<file path="config.mk">
export PLATFORM = sky130hd
export DESIGN_NAME = if_stage_flat
export DESIGN_NICKNAME = d
export VERILOG_FILES = /design/src/rtl/if_stage_if.sv /design/src/rtl/if_stage.sv /design/src/flat_wrapper.sv
export SDC_FILE = /design/constraint.sdc
export NUM_CORES = 1
export LEC_CHECK = 0
export ABC_AREA = 1
export CORE_MARGIN = 3
export CORE_UTILIZATION = 45
export CTS_BUF_LIST = sky130_fd_sc_hd__clkbuf_2
export CTS_CLUSTER_DIAMETER = 80
export DETAILED_ROUTE_END_ITERATION = 6
export PLACE_DENSITY = 0.7
export RECOVER_POWER = 100
export SYNTH_ARGS = -nofsm -noshare
export SYNTH_HDL_FRONTEND = slang
export SYNTH_SLANG_ARGS = --single-unit
</file>
<file path="constraint.sdc">
create_clock -name clk -period 8.41 [get_ports clk]
set_clock_uncertainty 0.05 [all_clocks]
set_input_delay 1.682 -clock clk [delete_from_list [all_inputs] [get_ports clk]]
set_output_delay 1.682 -clock clk [all_outputs]
set_load 0.02 [all_outputs]
</file>
<file path="src/rtl/if_stage_if.sv">
// Fetch-stage bus: instruction-memory request/response, redirect from
// execute, and the instruction hand-off to decode.
// master = fetch stage side, slave = memory/pipeline environment side.
interface if_stage_if;
    logic        imem_req;
    logic [31:0] imem_addr;
    logic        imem_gnt;
    logic        imem_rvalid;
    logic [31:0] imem_rdata;
    logic        redirect;
    logic [31:0] redirect_pc;
    logic        id_ready;
    logic        inst_valid;
    logic [31:0] instruction;
    logic [31:0] pc_out;
    logic        fetch_err;

    modport master (
        output imem_req, imem_addr, inst_valid, instruction, pc_out, fetch_err,
        input  imem_gnt, imem_rvalid, imem_rdata, redirect, redirect_pc, id_ready
    );

    modport slave (
        input  imem_req, imem_addr, inst_valid, instruction, pc_out, fetch_err,
        output imem_gnt, imem_rvalid, imem_rdata, redirect, redirect_pc, id_ready
    );
endinterface

</file>
<file path="src/rtl/if_stage.sv">
// Instruction fetch stage: credit-limited request issue, in-order response
// capture into a small {instruction, pc} FIFO, redirect flush with discard
// accounting for responses still in flight.
// Optional macro IF_MISALIGN_CHK_EN: a redirect to a non-word-aligned PC
// raises a sticky fetch_err and stops fetching until reset.
module if_stage #(
    parameter logic [31:0] RESET_PC   = 32'h0000_0000,
    parameter int unsigned FIFO_DEPTH = 2
) (
    input  logic       clk,
    input  logic       reset,
    if_stage_if.master bus
);
    localparam int unsigned AW  = $clog2(FIFO_DEPTH);
    localparam int unsigned CW  = AW + 1;
    localparam logic [CW:0] DEPTH_L = (CW+1)'(FIFO_DEPTH);
    localparam logic [31:0] NOP = 32'h0000_0013;

    logic [31:0]   r_fpc;
    logic [31:0]   r_rpc;
    logic [CW-1:0] r_osd;
    logic [CW-1:0] r_dsc;
    logic [CW-1:0] r_cnt;
    logic [AW-1:0] r_wp;
    logic [AW-1:0] r_rp;
    logic          r_err;
    logic [31:0]   r_mem_inst [FIFO_DEPTH];
    logic [31:0]   r_mem_pc   [FIFO_DEPTH];

    logic          w_misal;
    logic          w_req;
    logic          w_acc;
    logic          w_resp;
    logic          w_push;
    logic          w_pop;
    logic          w_valid;
    logic [CW:0]   w_credit;
    logic [31:0]   w_target;

`ifdef IF_MISALIGN_CHK_EN
    assign w_misal = bus.redirect && (bus.redirect_pc[1:0] != 2'b00);
`else
    assign w_misal = 1'b0;
`endif

    // Low address bits are ignored: fetch always restarts word aligned.
    assign w_target = {bus.redirect_pc[31:2], 2'b00};

    // Outstanding requests plus buffered entries never exceed the FIFO size,
    // so every returning response is guaranteed a slot.
    assign w_credit = {1'b0, r_osd} + {1'b0, r_cnt};
    assign w_req    = reset && !bus.redirect && !r_err && (w_credit < DEPTH_L);
    assign w_acc    = w_req && bus.imem_gnt;
    // Responses with nothing outstanding (e.g. stale after reset) are ignored.
    assign w_resp   = bus.imem_rvalid && (r_osd != '0);
    assign w_push   = w_resp && (r_dsc == '0) && !bus.redirect && !r_err;
    assign w_valid  = (r_cnt != '0);
    assign w_pop    = w_valid && bus.id_ready;

    // Control state: fetch/response PCs, credit and discard counters, FIFO pointers.
    always_ff @(posedge clk or negedge reset) begin
        if (!reset) begin
            r_fpc <= RESET_PC;
            r_rpc <= RESET_PC;
            r_osd <= '0;
            r_dsc <= '0;
            r_cnt <= '0;
            r_wp  <= '0;
            r_rp  <= '0;
            r_err <= 1'b0;
        end else begin
            if (w_acc) begin
                r_fpc <= r_fpc + 32'd4;
            end
            case ({w_acc, w_resp})
                2'b10:   r_osd <= r_osd + CW'(1);
                2'b01:   r_osd <= r_osd - CW'(1);
                default: r_osd <= r_osd;
            endcase
            if (bus.redirect) begin
                // Flush wins over any same-cycle push/pop; every response still
                // in flight after this edge belongs to the old path.
                r_fpc <= w_target;
                r_rpc <= w_target;
                r_cnt <= '0;
                r_wp  <= '0;
                r_rp  <= '0;
                r_dsc <= r_osd - CW'(w_resp);
                if (w_misal) begin
                    r_err <= 1'b1;
                end
            end else begin
                if (w_resp && (r_dsc != '0)) begin
                    r_dsc <= r_dsc - CW'(1);
                end
                if (w_push) begin
                    r_rpc <= r_rpc + 32'd4;
                    r_wp  <= r_wp + AW'(1);
                end
                if (w_pop) begin
                    r_rp <= r_rp + AW'(1);
                end
                case ({w_push, w_pop})
                    2'b10:   r_cnt <= r_cnt + CW'(1);
                    2'b01:   r_cnt <= r_cnt - CW'(1);
                    default: r_cnt <= r_cnt;
                endcase
            end
        end
    end

    // FIFO storage: data only, validity is tracked by r_cnt.
    always_ff @(posedge clk) begin
        if (w_push) begin
            r_mem_inst[r_wp] <= bus.imem_rdata;
            r_mem_pc[r_wp]   <= r_rpc;
        end
    end

    assign bus.imem_req    = w_req;
    assign bus.imem_addr   = r_fpc;
    assign bus.inst_valid  = w_valid;
    assign bus.instruction = w_valid ? r_mem_inst[r_rp] : NOP;
    assign bus.pc_out      = w_valid ? r_mem_pc[r_rp] : r_rpc;
    assign bus.fetch_err   = r_err;
endmodule
</file>
<file path="src/flat_wrapper.sv">
// flat-port wrapper written by rule: the top's interface ports become plain ports
module if_stage_flat 
#(
    parameter logic [31:0] RESET_PC   = 32'h0000_0000,
    parameter int unsigned FIFO_DEPTH = 2
)
  (clk, reset, bus_imem_req, bus_imem_addr, bus_inst_valid, bus_instruction, bus_pc_out, bus_fetch_err, bus_imem_gnt, bus_imem_rvalid, bus_imem_rdata, bus_redirect, bus_redirect_pc, bus_id_ready);
  if_stage_if bus_i ();
  input  logic clk;
  input  logic reset;
  output wire logic [$bits(bus_i.imem_req)-1:0] bus_imem_req;
  output wire logic [$bits(bus_i.imem_addr)-1:0] bus_imem_addr;
  output wire logic [$bits(bus_i.inst_valid)-1:0] bus_inst_valid;
  output wire logic [$bits(bus_i.instruction)-1:0] bus_instruction;
  output wire logic [$bits(bus_i.pc_out)-1:0] bus_pc_out;
  output wire logic [$bits(bus_i.fetch_err)-1:0] bus_fetch_err;
  input wire logic [$bits(bus_i.imem_gnt)-1:0] bus_imem_gnt;
  input wire logic [$bits(bus_i.imem_rvalid)-1:0] bus_imem_rvalid;
  input wire logic [$bits(bus_i.imem_rdata)-1:0] bus_imem_rdata;
  input wire logic [$bits(bus_i.redirect)-1:0] bus_redirect;
  input wire logic [$bits(bus_i.redirect_pc)-1:0] bus_redirect_pc;
  input wire logic [$bits(bus_i.id_ready)-1:0] bus_id_ready;
  assign bus_imem_req = bus_i.imem_req;
  assign bus_imem_addr = bus_i.imem_addr;
  assign bus_inst_valid = bus_i.inst_valid;
  assign bus_instruction = bus_i.instruction;
  assign bus_pc_out = bus_i.pc_out;
  assign bus_fetch_err = bus_i.fetch_err;
  assign bus_i.imem_gnt = bus_imem_gnt;
  assign bus_i.imem_rvalid = bus_imem_rvalid;
  assign bus_i.imem_rdata = bus_imem_rdata;
  assign bus_i.redirect = bus_redirect;
  assign bus_i.redirect_pc = bus_redirect_pc;
  assign bus_i.id_ready = bus_id_ready;
  if_stage #(.RESET_PC(RESET_PC), .FIFO_DEPTH(FIFO_DEPTH)) u_core (.clk(clk), .reset(reset), .bus(bus_i));
endmodule
</file>
==> run metrics <==
vias per cell between 5 and 6; routability congestion estimate ~0.9; post-synthesis sequential area ratio roughly 57%; gr busiest metal met2; Final WS setup about 1900 ps; Max transition margin -82.7%; WP buf/inv 4; Reg2Reg Depth 12; Clock Path Buffers 2; Post-Synth XOR/XNOR Area between 1.5 and 2%; Routed WL between 20 and 25 mm; antenna-violating nets left 0; largest family of logic cells by synthesized area simple AND/OR/NAND/NOR gates; Setup crit start kind input port; Reg-to-Reg Start u_core.r_osd[0]; via count around 8000; initial antenna violation count 3; Max Slew Vio Count 281; global-route wire length before repair 39.0 mm; Area growth, synth to finish 21.2%; chip height approximately 150 µm; largest net degree at the start of global routing 79; Place WS between 3000 and 4000 ps; Largest stage delay, worst path around 1600 ps; GRT Residual Overflow 0; Top FF cell, synth edfxtp_1; Total Neg Setup Slack 0 ps; DR pass1 iterations 6; drt initial violations 550; Ys Warns 0; fillers roughly 1900; unrepaired setup endpoints after global routing no; cts bufs inserted 17; FF+latch count, synth between 150 and 200; hpwl dp approximately 17 mm; Total Routing Usage GR between 20% and 30%; largest area contributor in the netlist edfxtp_1; Netlist cell types 38; Synth top area share 38.9%; nets@finish about 1300; Netlist Area Pre-Place roughly 9600 µm²; Critical Path AT between 6000 and 7000 ps; met1 GRT Util 29.6%; CP Cell Sequence dlygate4sd3_1 -> inv_1 -> clkbuf_1 -> nand2_1 -> nor2_1 -> buf_4; final worst path period need 6520 ps; CTS tree done; Power Dens Cells approximately 270 nW/µm²; Resized cells post-CTS 0; met3 usage around 5.6%; Worst VDD drop around 160 µV; GR Util met2 34.4%; Async SR Flop Fraction 35.4%; Pwr Total 3.16 mW; top cells by area, synth edfxtp_1, dfrtp_1, nand2_1; Peak Freq around 150 MHz; Die Area 23000 µm²; flop-to-flop setup slack roughly 4200 ps; CTS Hold Bufs 0; Hold Path Origin u_core.r_rpc[31]; clk_lat worst skew around 790 ps; layout cells sized above 1 under 10%; Crit Path Max Fanout 40; slew of the pin with the lowest slew margin 2740 ps; Rows 52; Hold Crit Class flip-flop to flip-flop; # clock sinks roughly 190; compound-cell area share of the yosys netlist approximately a tenth; max cap viols 6; part of the cycle the worst path needs ~77%; # setup viols final 0; final hold viol count 0; hold endpoint u_core.r_mem_pc[1][31]; Ports roughly 170; CP max stage cell nor2_1; R2R Path End u_core.bus.imem_addr[14]; total core area roughly 21000 µm²; Adder-Cell Fraction of Synth Area less than 1%; Crit Path Category input port to flip-flop; most common cell in the netlist nand2_1; initial core utilization about 47%; mean area per synthesized cell slightly below 9 µm²; setup bufs post-CTS 0; vias in the first global route slightly below 8000; worst endpoint required time between 8000 and 9000 ps; crit-path leading delay family buffers and inverters; Post-synth EDFFs 124; CTS root buf clkbuf_2; Pleak around 4.7 nW; mux contribution to synthesized area 0%; Post-synth top cells nand2_1, edfxtp_1, nor2_1; DR WL/cell between 15 and 20 µm; IO buf count 161; WHS Path Cells 0; Worst-path clk slew a little under 300 ps; Critical Path Sink Type flip-flop; Simple-Gate Fraction of Synth Area about a quarter; failing checks capacitance limit, slew limit; Post-route DRC 0; status complete, but fails checks; die extent in x around 150 µm; Synth Instances between 1000 and 1500; H-tree levels 4
[sequential cells by signal (all words and copies together), names as in the netlist]
| signal | count |
|---|---|
| u_core.r_osd | 2 |
| u_core.bus.imem_addr | 30 |
| u_core.r_mem_pc | 60 |
| u_core.r_rpc | 30 |
| u_core.r_cnt | 2 |
| u_core.r_mem_inst | 64 |
| u_core.r_dsc | 2 |
| u_core.r_wp | 1 |
| u_core.r_rp | 1 |
[metal layers]
layer	up-vias	wire length (µm)	part of all wire, %
met5	-	0	0
met4	0	442	1.8
met3	31	2150	8.8
met2	308	10900	45
met1	3624	10900	45
li1	3904	-	-
[power by group]
part | switching (mW) | total (mW) | internal [mW] | leakage (nW)
clock | 0.376 | 0.489 | 0.113 | 0.164
sequential | 0.132 | 1.27 | 1.14 | 1.94
combinational | 0.864 | 1.39 | 0.531 | 2.59
total | 1.37 | 3.16 | 1.78 | 4.69
[cells in the final DEF (no fill, tap or decap), types with 11 or more instances in the layout]
master	n
nor2_2	11
dfrtp_1	67
dlygate4sd3_1	124
clkdlybuf4s50_1	36
nand3_1	76
xor2_1	13
edfxtp_1	124
a21oi_1	97
a22oi_1	18
o21ai_0	31
o211ai_1	11
nor2_1	103
nand2_1	350
inv_1	83
clkbuf_2	18
[worst max path at each step]
stage / startpoint / endpoint / slack [ps] / cells past startpoint
after floorplan: bus_redirect / u_core.r_mem_inst[0][0] / 3050 / 5
after global placement: bus_redirect / bus_imem_req / 3030 / 5
after detailed placement: bus_redirect / bus_imem_req / 3010 / 5
after CTS: u_core.r_cnt[1] / bus_pc_out[15] / 2800 / 6
after global routing: u_core.r_cnt[0] / bus_pc_out[15] / 1450 / 6
final: bus_redirect / u_core.r_mem_pc[0][17] / 1890 / 6
[cells by family after synthesis]
logic type,after synthesis
AND/OR/NAND/NOR,567
flip-flops,192
AO/OA/AOI/OAI,171
buffers and inverters,133
XOR/XNOR,18
adder cells (fa/ha/maj),6
other,1
[worst register-to-register path: cells and delay by family (launching register included)]
kind / cells / cell delay [ps]
AOI/OAI and AO/OA: 1 / 140
adders and majority gates: 1 / 450
buffers and inverters: 3 / 940
DFF: 1 / 520
and+or+nand+nor: 7 / 2050
[final cells by class]
cell class,instances,area (µm²),area share [%]
multi-input combinational,767,3560,30.7
inverter,88,330,2.85
clock buffer,17,85.1,0.734
tap,270,338,2.91
timing repair buffer,168,1650,14.2
antenna,3,7.51,0.0648
clock inverter,15,201,1.74
sequential,192,5430,46.8
[per-stage QoR]
step | instances | util [%] | hold slack, ps | instance area (µm²)
CTS | 1517 | 56.6 | 488 | 11600
global placement | 1485 | 55.2 | 417 | 11400
finish | 1520 | 56.4 | 489 | 11600
floorplan | 1092 | - | 407 | 9580
global route | 1520 | 56.4 | 516 | 11600
detailed placement | 1485 | 55.2 | 428 | 11400
Power figures use the tool's default switching activity.
==> variant 1, RTL diff (same settings) <==
The option `IF_MISALIGN_CHK_EN` is turned on by a define.
--- a/src/rtl/if_stage.sv
+++ b/src/rtl/if_stage.sv
@@ -5,2 +5,4 @@
 // raises a sticky fetch_err and stops fetching until reset.
+`define IF_MISALIGN_CHK_EN
+
 module if_stage #(
Formal check against the unedited RTL: not equivalent (Yosys sat finds a counterexample within 4 cycles, from zero or initial values and one cycle with reset low).
==> variant 1 against the original RTL <==
- the flow still finishes with violations (max-capacitance violations, max-slew violations)
- sequential cell count is 1 higher
- cell area hardly changed
- first-iteration DRC count up 35%
- critical path depth grew 1
- routed wire length grew 0.99%
- synthesized area fell by 0.24%
- fmax is 5.2% higher
- critical path type unchanged
- sequential share of layout area rose by 0.23 points
- via count grew 0.72%
- die area down 0.22%
- worst setup slack better by 0.32 ns
- global-route usage fell by 0.13 points
- hold slack got worse by 0.013 ns
Power is not compared: it rests on default switching activity, and its combinational part moved more than twofold at a synthesized area within 25%.
==> variant 1: results (changes against the original RTL) <==
stage;metric;value;unit;change
routing;wl_per_cell;16.3;um;was 16.0 um
placement;gp_congestion;0.948;;was 0.897
run_status;violations;max-capacitance violations, max-slew violations;;unchanged
clock_network;clk_pin_slew;0.27;ns;was 0.29 ns
run_status;status;complete, but fails checks;;unchanged
global_routing;use_met3;4.19;%;was 5.56%
placement;dp_cells;1476;;was 1485
routing;via_count;7924;;was 7867
synthesis;netlist_top_cells_area;edfxtp_1 39%, dfrtp_1 18%, nand2_1 14%;;unchanged
worst_setup_path;slowest_delay;1.09;ns;was 1.56 ns
synthesis;seq_area_frac_synth;57.1;%;was 56.7%
synthesis;yosys.cell_types.count;40;;was 38
global_routing;met2_usage;33.3;%;was 34.4%
global_routing;grt_pass1_wl;38400;um;was 39000 um
run;max_cap_violations;3;;was 6
worst_setup_path;crit_fanout;50;;was 40
routing;drtIter0Drc;745;;was 550
finish;drive_gt1_share;4.20;%;was 4.81%
finish;nets;1301;;was 1310
global_routing;antenna_found_initial;1;;was 3
synthesis;yosys-top-cells-count;353 x nand2_1, 124 x edfxtp_1, 99 x nor2_1;;was 346 x nand2_1, 124 x edfxtp_1, 102 x nor2_1
clock_network;insertion_delay;0.77;ns;was 0.79 ns
placement;numPortBuffers;164;;was 161
timing;slew_violations;176;;was 281
finish;nFillCells;1866;;was 1854
timing;tightestPinTransition;3.79;ns;was 2.74 ns
synthesis;syn_area_per_cell;8.86;um2;was 8.79 um2
routing;wirelength;24600;um;was 24400 um
worst_setup_path;worstPathArrival;6.56;ns;was 6.92 ns
global_routing;grt_pass1_vias;7356;;was 7693
-- variant 1: cell types whose count changed after synthesis, sizes merged, moves of 4 or more --
| cell | change |
|---|---|
| nand2 | +6 |
| o211ai | +4 |
| o21ai | +13 |
| nor2 | -10 |
| a21oi | -6 |
| nand4 | -5 |
| buf | -4 |
| nand3 | -10 |
-- variant 1: final cells by class --
cell class / instances / share of cell area, %
flip-flops and latches: 193 / 47.0
multi-input cells: 758 / 30.5
repair buffers: 169 / 14.3
well taps: 270 / 2.91
inverters: 86 / 2.80
clock inverters: 15 / 1.63
clock buffers: 17 / 0.734
diodes: 1 / 0.0216
-- variant 1: power breakdown --
part           switching (uW)  internal (uW)
registers                67.3           1060
clock network             340            155
logic                     180            133
-- variant 1: per-stage QoR --
stage	util, %	area (um2)	setup slack, ns
after floorplan	-	9550	2.92
after global placement	55.3	11400	3.39
after detailed placement	55.3	11400	3.33
after CTS	56.6	11600	3.29
after global routing	56.4	11600	1.73
final	56.4	11600	2.21
-- variant 1: worst paths after layout --
path / cells past startpoint / to / slack (ns) / start
max in group asynchronous: 2 / u_core.r_rp$_DFFE_PN0P_ / 3.61 / reset
setup / recovery: 7 / u_core.r_mem_pc[1][23]$_DFFE_PP_ / 2.21 / bus_redirect
setup reg to reg: 7 / u_core.r_mem_pc[1][23]$_DFFE_PP_ / 3.49 / u_core.r_dsc[0]$_DFFE_PN0P_
min in group asynchronous: 2 / u_core.bus.fetch_err$_DFFE_PN0P_ / 2.36 / reset
hold reg to reg: 0 / u_core.r_mem_pc[0][31]$_DFFE_PP_ / 0.48 / u_core.r_rpc[31]$_DFFE_PN0P_
hold / removal: 0 / u_core.r_mem_pc[0][31]$_DFFE_PP_ / 0.48 / u_core.r_rpc[31]$_DFFE_PN0P_
-- variant 1: layer usage --
metal	wire length, um	vias to the layer above
met1	11200	3699
met3	1960	32
met2	11100	318
met4	350	0
met5	0	-
li1	-	3875
-- variant 1: logic make-up after synthesis --
group / after synthesis / share of synthesized area (%)
buf+inv: 129 / 5.70
simple gates: 548 / 23.8
compound gates: 180 / 10.7
flops: 193 / 57.1
other cells: 1 / 0.0393
fa+ha+maj: 6 / 0.865
xor+xnor: 20 / 1.84
-- variant 1: critical path, delay by kind of cell --
family | cells | cell delay (ns)
buffers and inverters | 3 | 2.30
and+or+nand+nor | 4 | 2.49
==> variant 2, RTL diff (same settings) <==
Without the edit above. Make the reset (`reset`) synchronous in one clocked block.
--- a/src/rtl/if_stage.sv
+++ b/src/rtl/if_stage.sv
@@ -60,3 +60,3 @@
     // Control state: fetch/response PCs, credit and discard counters, FIFO pointers.
-    always_ff @(posedge clk or negedge reset) begin
+    always_ff @(posedge clk) begin
         if (!reset) begin
Check against the original RTL: differs if reset is asserted again (counterexample within 4 cycles, from zero or initial values and one cycle with reset low); with reset held inactive, the same outputs for 4 cycles.
==> variant 2 against the original RTL <==
- the flow still finishes with violations (max-capacitance violations, max-slew violations)
- worst setup slack got worse by 0.39 ns
- non-clock buffer count decreased by 2
- synthesized area decreased by 1.8%
- largest cell class unchanged
- sequential cell count increased by 1
- routed wire length decreased by 0.83%
- cell area decreased by 1.8%
- final cell count increased by 2.7%
Power is not compared: it rests on default switching activity, and its combinational part moved more than twofold at a synthesized area within 25%.
==> variant 2: results (changes against the original RTL) <==
stage;metric;value;unit;change
run_status;status;complete, but fails checks;;unchanged
run_status;violations;max-capacitance violations, max-slew violations;;unchanged
synthesis;synth_xor_area_share;1.77;%;was 1.65%
synthesis;synth_adder_area_share;1.01;%;was 0.863%
finish;drive_gt1_share;4.34;%;was 4.81%
synthesis;seq_area_frac_synth;54.3;%;was 56.7%
run;max_cap_violations;4;;was 6
worst_setup_path;slowest_delay;1.04;ns;was 1.56 ns
routing;first_pass_iters;5;;was 6
routing;drtIter0Drc;559;;was 550
timing;slew_violations;214;;was 281
placement;post-place-ws;2.00;ns;was 3.01 ns
clock_network;cts-root-buf;clkbuf_2;;unchanged
synthesis;synthArstFlopShare;0;%;was 35.4%
timing;slew_headroom;-127;%;was -82.7%
timing;fin_hold_ws;0.424;ns;was 0.489 ns
synthesis;yosys.cell_types.count;38;;unchanged
global_routing;grt.total_usage;21.3;%;was 21.6%
placement;hpwl;16800;um;was 17100 um
clock_network;insertion_delay;0.76;ns;was 0.79 ns
global_routing;met2_usage;33.9;%;was 34.4%
placement;postPlaceCellArea;0.0112;mm2;was 0.0114 mm2
synthesis;yosys-top-cells-count;357 x nand2_1, 127 x a21oi_1, 124 x edfxtp_1;;was 346 x nand2_1, 124 x edfxtp_1, 102 x nor2_1
synthesis;synth_cells;1134;;was 1088
global_routing;use_met1;29.9;%;was 29.6%
clock_network;clk_pin_slew;0.26;ns;was 0.29 ns
global_routing;grt_max_degree;80;;was 79
routing;via_per_inst;5.14;;was 5.18
power_and_ir_drop;peakVddDrop;0.0714;mV;
routing;top_layer;met4;;unchanged
placement;dp_cells;1528;;was 1485
global_routing;grt_pass1_wl;37800;um;was 39000 um
global_routing;use_met3;4.49;%;was 5.56%
worst_setup_path;worstPathArrival;5.18;ns;was 6.92 ns
placement;gp_congestion;0.883;;was 0.897
hold_path;hold_class;flop to flop;;unchanged
synthesis;netlist_top_cells_area;edfxtp_1 40%, dfxtp_1 15%, nand2_1 14%;;was edfxtp_1 39%, dfrtp_1 18%, nand2_1 14%
finish;nets;1354;;was 1310
routing;wl_per_cell;15.5;um;was 16.0 um
routing;via_count;8022;;was 7867
worst_setup_path;crit_fanout;49;;was 40
routing;met2_length;11000;um;was 10900 um
global_routing;antenna_found_initial;1;;was 3
worst_setup_path;rrSetupSlack;3.79;ns;was 4.19 ns
routing;drt-met1-wl;10900;um;about the same
worst_setup_path;critical-path-slowest-cell;dlygate4sd3_1;;was nor2_1
global_routing;grt_pass1_vias;7424;;was 7693
synthesis;synth-main-ff-cell;edfxtp_1;;unchanged
synthesis;synth_compound_area_share;11.8;%;was 10.1%
routing;dr_wl_met3;2080;um;was 2150 um
timing;fmax;145;MHz;was 153 MHz
power_and_ir_drop;clkPwrFrac;25.0;%;
## variant 2: cell count changes in the layout (fill, tap and decap cells not counted), moves of 8 or more
cell,change
o211ai_1,-9
a31oi_1,+11
a21oi_1,+30
nand3_1,-13
nand2_1,+9
o21ai_0,+11
dfxtp_1,+68
dfrtp_1,-67
inv_1,+22
nand4_1,-8
## variant 2: layout make-up
type	count	area, um2
Fill cell	1898	8980
Inverter	108	407
Tap cell	270	338
Antenna cell	1	2.50
Clock inverter	14	138
Multi-Input combinational cell	791	3670
Sequential cell	193	5110
Clock buffer	18	90.1
Timing Repair Buffer	166	1640
## variant 2: worst paths after layout
check / from / to / cells after the start
max: reset / bus_imem_req / 6
min: u_core.r_rp$_SDFFE_PP0P_ / u_core.r_rp$_SDFFE_PP0P_ / 1
max reg2reg: u_core.r_osd[1]$_SDFFE_PN0P_ / u_core.r_mem_pc[0][23]$_DFFE_PP_ / 5
min reg2reg: u_core.r_rp$_SDFFE_PP0P_ / u_core.r_rp$_SDFFE_PP0P_ / 1
